<file path="config.mk">
export PLATFORM = sky130hd
export DESIGN_NAME = pid_loop_scheduler_flat
export DESIGN_NICKNAME = d
export VERILOG_FILES = /design/src/rtl/pid_loop_scheduler_if.sv /design/src/rtl/pid_loop_scheduler.sv /design/src/flat_wrapper.sv
export SDC_FILE = /design/constraint.sdc
export NUM_CORES = 1
export LEC_CHECK = 0
export BUFFER_PORTS_ARGS = -buffer_cell sky130_fd_sc_hd__buf_2
export CELL_PAD_IN_SITES_DETAIL_PLACEMENT = 1
export CELL_PAD_IN_SITES_GLOBAL_PLACEMENT = 1
export CORE_MARGIN = 5
export CORE_UTILIZATION = 37
export CTS_CLUSTER_SIZE = 8
export DETAILED_ROUTE_END_ITERATION = 7
export GPL_TIMING_DRIVEN = 0
export PLACE_DENSITY = 0.76
export RECOVER_POWER = 100
export SETUP_SLACK_MARGIN = 0.1
export SLEW_MARGIN = 15
export SYNTH_ARGS = -nofsm -noshare
export SYNTH_HDL_FRONTEND = slang
export SYNTH_SLANG_ARGS = --single-unit
</file>
<file path="constraint.sdc">
create_clock -name clk -period 1.9 [get_ports clk]
set_input_delay 0.095 -clock clk [delete_from_list [all_inputs] [get_ports clk]]
set_output_delay 0.095 -clock clk [all_outputs]
set_load 0.02 [all_outputs]
</file>
<file path="src/rtl/pid_loop_scheduler_if.sv">
// ADC / PID handshake bundle for pid_loop_scheduler.
// master is the scheduler side; slave is the ADC + PID controller side.
interface pid_loop_scheduler_if;
    logic               adc_req;
    logic               adc_ack;
    logic [15:0]        adc_data;
    logic [15:0]        pressure_out;
    logic               pid_tick;
    logic signed [15:0] pid_in;
    logic signed [15:0] cmd_out;
    logic               cmd_valid;

    modport master (
        output adc_req, pressure_out, pid_tick, cmd_out, cmd_valid,
        input  adc_ack, adc_data, pid_in
    );

    modport slave (
        input  adc_req, pressure_out, pid_tick, cmd_out, cmd_valid,
        output adc_ack, adc_data, pid_in
    );
endinterface

</file>
<file path="src/rtl/pid_loop_scheduler.sv">
// Sample-rate sequencer: ADC request -> pressure capture -> PID tick -> settle -> command latch.
// Optional ADC watchdog enabled by defining PID_SCHED_WATCHDOG_EN.
module pid_loop_scheduler #(
    parameter int unsigned SAMPLE_DIV    = 100000,
    parameter int unsigned SETTLE_CYCLES = 4,
    parameter int unsigned ADC_TIMEOUT   = 1000
) (
    input  logic                    clk,
    input  logic                    reset_n,
    input  logic                    enable,
    input  logic                    clr_flags,
    pid_loop_scheduler_if.master    bus,
    output logic                    busy,
    output logic                    overrun,
    output logic                    timeout
);
    localparam int unsigned CNT_W = (SAMPLE_DIV > 1) ? $clog2(SAMPLE_DIV) : 1;
    localparam logic [CNT_W-1:0] DIV_LAST    = CNT_W'(SAMPLE_DIV - 1);
    localparam logic [7:0]       SETTLE_LAST = 8'(SETTLE_CYCLES - 1);

    typedef enum logic [2:0] {
        ST_IDLE   = 3'd0,
        ST_REQ    = 3'd1,
        ST_TICK   = 3'd2,
        ST_SETTLE = 3'd3,
        ST_LATCH  = 3'd4
    } state_t;

    state_t             state_r, state_s;
    logic [CNT_W-1:0]   cnt_r;
    logic               sample_due_s;
    logic [7:0]         settle_r, settle_s;
    logic               adc_req_r, adc_req_s;
    logic               pid_tick_r, pid_tick_s;
    logic               cmd_valid_r, cmd_valid_s;
    logic               busy_r, busy_s;
    logic               overrun_r, overrun_s;
    logic [15:0]        pressure_r, pressure_s;
    logic signed [15:0] cmd_r, cmd_s;
    logic               timeout_set_s;

    assign sample_due_s = enable && (cnt_r == DIV_LAST);

    // Sample-period counter, parked at zero while the loop is disabled
    always_ff @(posedge clk or negedge reset_n) begin
        if (!reset_n) begin
            cnt_r <= {CNT_W{1'b0}};
        end else if (!enable || sample_due_s) begin
            cnt_r <= {CNT_W{1'b0}};
        end else begin
            cnt_r <= cnt_r + CNT_W'(1);
        end
    end

`ifdef PID_SCHED_WATCHDOG_EN
    localparam int unsigned WD_W = $clog2(ADC_TIMEOUT + 1);
    localparam logic [WD_W-1:0] WD_LAST = WD_W'(ADC_TIMEOUT - 1);

    logic [WD_W-1:0] wd_cnt_r;
    logic            timeout_r, timeout_s;

    // Cycles spent waiting in REQ; restarts on every entry
    always_ff @(posedge clk or negedge reset_n) begin
        if (!reset_n) begin
            wd_cnt_r  <= {WD_W{1'b0}};
            timeout_r <= 1'b0;
        end else begin
            wd_cnt_r  <= (state_r == ST_REQ) ? (wd_cnt_r + WD_W'(1)) : {WD_W{1'b0}};
            timeout_r <= timeout_s;
        end
    end

    // Sticky timeout: a set in the same cycle as a clear takes priority
    always_comb begin
        timeout_s = timeout_r;
        if (timeout_set_s) begin
            timeout_s = 1'b1;
        end else if (clr_flags) begin
            timeout_s = 1'b0;
        end else begin
            timeout_s = timeout_r;
        end
    end

    assign timeout = timeout_r;
`else
    assign timeout = 1'b0;
`endif

    // Next state and next values of every registered output
    always_comb begin
        state_s       = state_r;
        settle_s      = settle_r;
        adc_req_s     = 1'b0;
        pid_tick_s    = 1'b0;
        cmd_valid_s   = 1'b0;
        pressure_s    = pressure_r;
        cmd_s         = cmd_r;
        timeout_set_s = 1'b0;
        case (state_r)
            ST_IDLE: begin
                if (sample_due_s) begin
                    state_s   = ST_REQ;
                    adc_req_s = 1'b1;
                end else begin
                    state_s   = ST_IDLE;
                end
            end
            ST_REQ: begin
                if (bus.adc_ack) begin
                    pressure_s = bus.adc_data;
                    pid_tick_s = 1'b1;
                    state_s    = ST_TICK;
                end
`ifdef PID_SCHED_WATCHDOG_EN
                else if (wd_cnt_r == WD_LAST) begin
                    timeout_set_s = 1'b1;
                    state_s       = ST_IDLE;
                end
`endif
                else begin
                    adc_req_s = 1'b1;
                end
            end
            ST_TICK: begin
                settle_s = 8'd0;
                state_s  = ST_SETTLE;
            end
            ST_SETTLE: begin
                if (settle_r == SETTLE_LAST) begin
                    cmd_s       = bus.pid_in;
                    cmd_valid_s = 1'b1;
                    state_s     = ST_LATCH;
                end else begin
                    settle_s    = settle_r + 8'd1;
                end
            end
            ST_LATCH: begin
                state_s = ST_IDLE;
            end
            default: begin
                state_s = ST_IDLE;
            end
        endcase
        busy_s = (state_s != ST_IDLE);
    end

    // Sticky overrun: a sample falling due mid-sequence is dropped and flagged
    always_comb begin
        overrun_s = overrun_r;
        if (sample_due_s && (state_r != ST_IDLE)) begin
            overrun_s = 1'b1;
        end else if (clr_flags) begin
            overrun_s = 1'b0;
        end else begin
            overrun_s = overrun_r;
        end
    end

    // State and output registers
    always_ff @(posedge clk or negedge reset_n) begin
        if (!reset_n) begin
            state_r     <= ST_IDLE;
            settle_r    <= 8'd0;
            adc_req_r   <= 1'b0;
            pid_tick_r  <= 1'b0;
            cmd_valid_r <= 1'b0;
            busy_r      <= 1'b0;
            overrun_r   <= 1'b0;
            pressure_r  <= 16'd0;
            cmd_r       <= 16'sd0;
        end else begin
            state_r     <= state_s;
            settle_r    <= settle_s;
            adc_req_r   <= adc_req_s;
            pid_tick_r  <= pid_tick_s;
            cmd_valid_r <= cmd_valid_s;
            busy_r      <= busy_s;
            overrun_r   <= overrun_s;
            pressure_r  <= pressure_s;
            cmd_r       <= cmd_s;
        end
    end

    assign bus.adc_req      = adc_req_r;
    assign bus.pid_tick     = pid_tick_r;
    assign bus.cmd_valid    = cmd_valid_r;
    assign bus.pressure_out = pressure_r;
    assign bus.cmd_out      = cmd_r;
    assign busy             = busy_r;
    assign overrun          = overrun_r;
endmodule

</file>
<file path="src/flat_wrapper.sv">
// flat-port wrapper written by rule: the top's interface ports become plain ports
module pid_loop_scheduler_flat 
#(
    parameter int unsigned SAMPLE_DIV    = 100000,
    parameter int unsigned SETTLE_CYCLES = 4,
    parameter int unsigned ADC_TIMEOUT   = 1000
)
  (clk, reset_n, enable, clr_flags, busy, overrun, timeout, bus_adc_req, bus_pressure_out, bus_pid_tick, bus_cmd_out, bus_cmd_valid, bus_adc_ack, bus_adc_data, bus_pid_in);
  pid_loop_scheduler_if bus_i ();
  input  logic clk;
  input  logic reset_n;
  input  logic enable;
  input  logic clr_flags;
  output logic busy;
  output logic overrun;
  output logic timeout;
  output wire logic [$bits(bus_i.adc_req)-1:0] bus_adc_req;
  output wire logic [$bits(bus_i.pressure_out)-1:0] bus_pressure_out;
  output wire logic [$bits(bus_i.pid_tick)-1:0] bus_pid_tick;
  output wire logic [$bits(bus_i.cmd_out)-1:0] bus_cmd_out;
  output wire logic [$bits(bus_i.cmd_valid)-1:0] bus_cmd_valid;
  input wire logic [$bits(bus_i.adc_ack)-1:0] bus_adc_ack;
  input wire logic [$bits(bus_i.adc_data)-1:0] bus_adc_data;
  input wire logic [$bits(bus_i.pid_in)-1:0] bus_pid_in;
  assign bus_adc_req = bus_i.adc_req;
  assign bus_pressure_out = bus_i.pressure_out;
  assign bus_pid_tick = bus_i.pid_tick;
  assign bus_cmd_out = bus_i.cmd_out;
  assign bus_cmd_valid = bus_i.cmd_valid;
  assign bus_i.adc_ack = bus_adc_ack;
  assign bus_i.adc_data = bus_adc_data;
  assign bus_i.pid_in = bus_pid_in;
  pid_loop_scheduler #(.SAMPLE_DIV(SAMPLE_DIV), .SETTLE_CYCLES(SETTLE_CYCLES), .ADC_TIMEOUT(ADC_TIMEOUT)) u_core (.clk(clk), .reset_n(reset_n), .enable(enable), .clr_flags(clr_flags), .bus(bus_i), .busy(busy), .overrun(overrun), .timeout(timeout));
endmodule
</file>
==> run_results.csv, run 1 <==
group,metric,value,unit
cts,cts_buffers,9,
floorplanning,die_h,97.4,um
logic_synthesis,synth_nets,273,
job,cap_violations,0,
logic_synthesis,synth_cells,234,
floorplanning,core,0.00733,mm^2
cts,cts-htree-levels,3,
grt,grt_first_pass_wirelength,15.0,mm
logic_synthesis,netlist_area,0.00283,mm^2
timing,grt_setup_unrepaired,"yes",
cts,cts-root-buf,"clkbuf_8",
timing,drv_slew,0,
power_and_ir_drop,powerDensity,862,mW/mm^2
grt,grt_antenna_before_repair,0,
cts,clockBufferDepth,2,
timing,finalWorstSetupSlack,-0.0272,ns
logic_synthesis,yosys_register_bits,65,
final_layout,drive_above_1_share,0.322,
final_layout,num_antenna_cells,0,
power_and_ir_drop,p_sw_frac,0.290,
final_layout,nNetsFinal,408,
power_and_ir_drop,p_int,2480,uW
timing,finalHoldViolCount,0,
grt,grtUsageTotal,0.203,
timing,setup_viol,5,
status,status,"complete, but fails checks",
placement,place_congestion,0.733,
logic_synthesis,ys_seq_area_frac,0.575,
cts,clkLatencyLatePin,0.35,ns
route,m1WireLength,3.77,mm
timing,fin_crit_sh,1.01,
timing,finClkSkew,0.0124,ns
worst_setup_path,crit_path_max_fanout,5,
grt,grt_pass1_vias,2798,
timing,slew_headroom,0.0171,
route,drcViolationCount,0,
final_layout,final_core_util,0.553,
timing,min_period,1.93,ns
power_and_ir_drop,clkPwrFrac,0.373,
final_layout,area_growth,43.5,%
route,met2WireLength,4.88,mm
floorplanning,fp-row-count,31,
worst_setup_path,cp_cell_sequence,"or4b_4 -> nor4_4 -> nand2b_4 -> buf_6 -> buf_12 -> buf_8 -> nor2_2",
route,ant_nets,0,
floorplanning,die_area,0.00949,mm^2
placement,portBuffers,73,
worst_setup_path,max_stage_delay,0.55,ns
worst_setup_path,crit_path_top_delay_cell,"or4b_4",
route,wirelength,9.35,mm
power_and_ir_drop,p_leak,0.00186,uW
route,drt_iter0_drc,151,
power_and_ir_drop,power_frac_comb,0.168,
power_and_ir_drop,switchingPower,1020,uW
timing,totalNegativeSetupSlack,-0.122,ns
cts,clk_pin_slew_worst_paths,0.08,ns
logic_synthesis,synth.distinct_cells,38,
floorplanning,initial_core_util,0.386,
placement,dpl_cell_area,0.00334,mm^2
route,wl_met3,569,um
worst_setup_path,endpoint_kind,"flop",
cts,clock_sinks,65,
power_and_ir_drop,p_seq_frac,0.460,
logic_synthesis,synth_warnings,0,
route,drt-vias-per-instance,5.06,
grt,grt_max_degree,41,
grt,grt_overflow,0,
route,wire_per_inst,19.8,um
placement,dpl.hpwl,4.86,mm
worst_setup_path,crit_path_start_kind,"flop",
route,num_vias,2390,
hold_path,worst_hold_path_type,"in2reg",
floorplanning,fp.dieW,97.4,um
worst_setup_path,cp_data_arrival_time,2.17,ns
timing,worst_pin_slew,1.47,ns
logic_synthesis,avgSynthCellArea,12.1,um^2
final_layout,final_area,0.00406,mm^2
worst_setup_path,timing_worst_setup_path_type,"reg2reg",
floorplanning,design.portCount,75,
cts,cts_tree,"done",
power_and_ir_drop,ir_drop,0.574,mV
timing,max_freq,519,MHz
route,routed.top_layer,"met4",
worst_setup_path,cp.required,2.14,ns
status,failed_checks,"setup timing",
route,firstDrtPassIters,5,
[synthesized netlist by cell type]
library cell   n  area (um^2)
a211oi_1       2         15.0
a21o_1         1         7.51
a21oi_1        2         10.0
a22o_1         1         8.76
a31oi_1        2         12.5
and2_1         1         6.26
and3_1         3         18.8
and4_1         1         8.76
buf_2          2         10.0
buf_4          1         7.51
buf_6          3         33.8
clkbuf_1       3         11.3
conb_1         1         3.75
dfrtp_1       65         1630
ha_1           2         25.0
inv_1          8         30.0
mux2_2        32          360
mux2i_1        1         10.0
nand2_1       13         48.8
nand2b_1       3         18.8
nand3_1        8         40.0
nand3_4        1         17.5
nand4_1        5         31.3
nand4b_1       1         8.76
nor2_1        26         97.6
nor2b_1        1         6.26
nor3_1         7         35.0
nor3_2         1         10.0
nor4_1         6         37.5
nor4_2         2         25.0
nor4_4         1         21.3
o211ai_1       1         7.51
o21ai_0        6         30.0
o311ai_0       1         8.76
o31ai_1        1         7.51
or4b_1         2         20.0
xnor2_1       14          123
xor2_1         3         26.3
[what timing repair did]
action | CTS | global route
setup endpoints to repair | 35 | 40
endpoints found under the hold margin | 62 | 1
resized for setup | 8 | 22
cloned | 1 | 0
pin swaps | 5 | 8
hold buffers | 33 | 1
setup buffers | 10 | 7
[metrics by stage]
stage / hold WS (ns) / total power (uW) / setup WS, ns / std cells
floorplan: -0.201 / 1890 / 0.122 / 234
global placement: 0.303 / 2100 / -0.148 / 406
detailed placement: 0.0260 / 2140 / -0.206 / 407
CTS: 0.000923 / 3470 / 0.0504 / 466
global route: 0.0690 / 3640 / -0.111 / 472
finish: 0.0848 / 3500 / -0.0272 / 472
[path summary, 6_finish.rpt]
check                                       from                          end  slack [ns]  cells after the start
worst max register to register  u_core.cnt_r[13]             u_core.cnt_r[14]       -0.03                      7
min in group asynchronous                reset_n  u_core.bus.pressure_out[12]        0.68                      2
worst max-delay path            u_core.cnt_r[13]             u_core.cnt_r[14]       -0.03                      7
max in group asynchronous                reset_n           u_core.settle_r[3]        0.31                      3
worst min register to register   u_core.cnt_r[0]              u_core.cnt_r[0]        0.48                      1
worst min-delay path                      enable              u_core.cnt_r[4]        0.08                      2
[area by class of cell]
class | instances | area (um^2)
tap | 99 | 124
timing repair buffer | 125 | 843
fill | 787 | 3270
multi-input combinational | 152 | 1150
inverter | 8 | 30.0
clock buffer | 9 | 124
buffer | 8 | 71.3
sequential | 65 | 1630
clock inverter | 6 | 83.8
[worst max-delay path: cells and delay by family (launching register included)]
kind          cells  cell delay, ns
simple gates      4            1.10
flops             1            0.39
buf+inv           3            0.33
[layer usage]
layer,vias to the layer above,global-route usage
li1,1081,-
met1,1218,0.235
met2,78,0.351
met3,13,0.0718
met4,0,0.0586
met5,-,0
[sequential cells by signal, indices dropped and copies added (netlist names), 3 cells and up]
register / count
u_core.bus.cmd_out: 16
u_core.bus.pressure_out: 16
u_core.cnt_r: 17
u_core.settle_r: 8
u_core.state_r: 3
[power by group through the flow]
stage | Combinational [uW] | Sequential, uW | Clock, uW
floorplan | 127 | 1760 | 0
finish | 587 | 1610 | 1300
CTS | 599 | 1580 | 1290
global route | 630 | 1620 | 1390
global placement | 510 | 1590 | 0
detailed placement | 530 | 1610 | 0
[cell families (layout without fill, tap and decap cells)]
family	after synthesis	after routing	synth area share
simple gates	82	82	0.160
xor+xnor	17	17	0.0527
fa+ha+maj	2	2	0.00885
flops	65	65	0.575
other cells	1	1	0.00133
mux	33	33	0.131
buf+inv	17	156	0.0328
compound gates	17	17	0.0381
[cells in the final DEF, fill, tap and decap left out, types with 2 or more instances in the layout]
master         instances
mux2_2                29
nor4_4                 2
buf_6                  3
nand2b_1               2
ha_1                   2
nand4_1                5
inv_1                  8
buf_2                 35
o21ai_0                5
bufinv_16              2
dfrtp_1               63
clkbuf_1              42
nand2_1               13
buf_8                  2
xnor2_1               14
mux2_4                 3
nor2_2                 7
buf_4                 13
nor3_1                 8
buf_12                 4
dlygate4sd3_1         34
xor2_1                 3
clkinv_2               3
a31oi_1                2
dfrtp_2                2
a21oi_1                2
a211oi_1               2
nor2_1                18
clkbuf_8               9
nand3_1                9
nor4_1                 6
and3_1                 2
(Power assumes the default switching activity.)
==> inputs of run 2 (changes only) <==
REMOVE_ABC_BUFFERS = 1   (was unset)
clock period = 1.7 ns   (was 1.9 ns; I/O delays follow)
==> run 2 against run 1 <==
Against the previous run:
- the flow still finishes with violations (setup timing)
- hold slack improved by 0.018 ns
- non-clock buffer count down 6
- combinational power is 13% higher
- utilization is 1.1 points higher
- fmax rose by 8.9%
- largest cell class unchanged
==> run_results.csv, run 2 (synthesis results as in run 1) <==
group,metric,value,unit
cts,clockBufferDepth,2,
hold_path,worst_hold_path_type,"in2reg",
grt,grt_pass1_vias,2648,
grt,grt_busiest_layer,"met2",
power_and_ir_drop,power_frac_comb,0.165,
worst_setup_path,crit_buf_inv,1,
power_and_ir_drop,p_leak,0.00185,uW
worst_setup_path,crit_path_max_fanout,8,
power_and_ir_drop,switchingPower,1150,uW
worst_setup_path,reg2regPathDepth,5,
cts,cts-htree-levels,3,
placement,portBuffers,73,
status,status,"complete, but fails checks",
route,ant_nets,0,
cts,cts_tree,"done",
timing,slew_headroom,0.463,
floorplanning,core,0.00733,mm^2
route,drcViolationCount,0,
worst_setup_path,timing_worst_setup_path_type,"reg2reg",
route,wire_per_inst,21.3,um
route,wirelength,9.95,mm
final_layout,final_common_cell,"dfrtp_1",
placement,place_congestion,0.759,
floorplanning,design.portCount,75,
final_layout,drive_above_1_share,0.372,
floorplanning,die_area,0.00949,mm^2
job,cap_violations,0,
final_layout,nNetsFinal,403,
floorplanning,fp-row-count,31,
route,drt-vias-per-instance,5.17,
power_and_ir_drop,clkPwrFrac,0.386,
worst_setup_path,crit_family,"simple AND/OR/NAND/NOR gates",
final_layout,fin_cells,467,
timing,finalHoldViolCount,0,
timing,hold_ws,0.103,ns
timing,grt_setup_unrepaired,"yes",
placement,dp_cells,398,
route,drt_iter0_drc,119,
timing,min_period,1.77,ns
grt,met2_usage,0.343,
cts,cts-root-buf,"clkbuf_8",
final_layout,num_antenna_cells,0,
timing,max_freq,565,MHz
power_and_ir_drop,p_sw_frac,0.287,
grt,met3_usage,0.0467,
worst_setup_path,endpoint_kind,"flop",
status,failed_checks,"setup timing",
cts,clkLatencyLatePin,0.35,ns
timing,fin_crit_sh,1.04,
worst_setup_path,worstSetupPathDepth,5,
final_layout,final_area,0.00414,mm^2
timing,finClkSkew,0.0146,ns
grt,grt_first_pass_wirelength,13.9,mm
grt,grtUsageTotal,0.187,
timing,setup_viol,33,
grt,grtUsageMet1,0.203,
power_and_ir_drop,ir_drop,0.619,mV
worst_setup_path,cp.required,1.94,ns
final_layout,area_growth,46.4,%
final_layout,largest_reg_flops,17,
grt,grt_antenna_before_repair,0,
floorplanning,fp.dieW,97.4,um
worst_setup_path,crit_path_top_delay_cell,"or4b_4",
floorplanning,initial_core_util,0.386,
placement,dpl_cell_area,0.00329,mm^2
timing,finalWorstSetupSlack,-0.0703,ns
cts,clock_sinks,65,
cts,cts_buffers,9,
route,num_vias,2415,
route,firstDrtPassIters,4,
timing,drv_slew,0,
worst_setup_path,max_stage_delay,0.56,ns
final_layout,most-common-layout-cells,"dfrtp_1, clkbuf_1, buf_2",
timing,worst_pin_slew,0.806,ns
power_and_ir_drop,powerDensity,967,mW/mm^2
final_layout,final_core_util,0.565,
placement,dpl.hpwl,4.90,mm
worst_setup_path,cp_data_arrival_time,2.01,ns
hold_path,min_path_cells,3,
power_and_ir_drop,p_seq_frac,0.449,
worst_setup_path,crit_path_start_kind,"flop",
grt,grt_overflow,0,
grt,grt_max_degree,54,
final_layout,registers.top_by_ff_count,"u_core.cnt_r",
floorplanning,die_h,97.4,um
cts,clk_pin_slew_worst_paths,0.08,ns
worst_setup_path,cp_cell_sequence,"or4b_4 -> nor4_4 -> buf_4 -> nand2b_4 -> nor2_2",
power_and_ir_drop,p_int,2860,uW
-- run 2: cell types whose count changed in the layout (fill, tap and decap cells not counted), sizes merged --
cell and change:
buf -2, clkbuf -2, clkinv -3, clkinvlp +1
nand2b +1
-- run 2: cell type report --
cell class / count / area (um^2)
well taps: 99 / 124
clock buffers: 11 / 151
clock inverters: 4 / 76.3
fillers: 772 / 3190
multi-input cells: 153 / 1270
inverters: 8 / 30.0
flip-flops and latches: 65 / 1630
repair buffers: 127 / 853
-- run 2: worst paths after layout --
| check | start | to | slack (ns) |
|---|---|---|---|
| setup / recovery | u_core.cnt_r[13] | u_core.cnt_r[6] | -0.07 |
| hold / removal | enable | u_core.overrun | 0.10 |
| setup reg to reg | u_core.cnt_r[13] | u_core.cnt_r[6] | -0.07 |
| hold reg to reg | u_core.overrun | u_core.overrun | 0.51 |
| max in group asynchronous | reset_n | u_core.state_r[0] | 0.61 |
| min in group asynchronous | reset_n | u_core.bus.pressure_out[9] | 0.33 |
-- run 2: metrics by stage --
stage	TNS [ns]	total power (uW)	setup slack, ns
after floorplan	-4.90	2110	-0.155
after global placement	-19.43	2340	-0.610
after detailed placement	-15.67	2380	-0.497
after CTS	-0.645	3940	-0.0612
after global routing	-3.82	4160	-0.170
final	-1.49	4000	-0.0703
-- run 2: layer usage --
layer / routed length, um / vias up
met2: 5500 / 85
met5: 0 / -
li1: - / 1078
met4: 233 / 0
met3: 524 / 21
met1: 3690 / 1231
-- run 2: worst register-to-register path, stage by stage (launching register included) --
cell and delay (ns):
dfrtp_1 0.39, or4b_4 0.56, nor4_4 0.22, buf_4 0.19, nand2b_4 0.26, nor2_2 0.06
-- run 2: power by group through the flow --
stage	Clock (uW)	Sequential [uW]	Combinational (uW)
5_1_grt	1640	1810	709
2_1_floorplan	0	1970	135
4_1_cts	1520	1770	655
3_3_place_gp	0	1780	563
3_5_place_dp	0	1800	588
6_report	1540	1800	662
-- run 2: what timing repair did --
action,4_1_cts,5_1_grt
endpoints found under the hold margin,98,0
buffers inserted,8,11
pin swaps,18,4
setup endpoints to repair,57,57
hold buffers,34,0
gates resized for setup,13,33
cloned,1,0
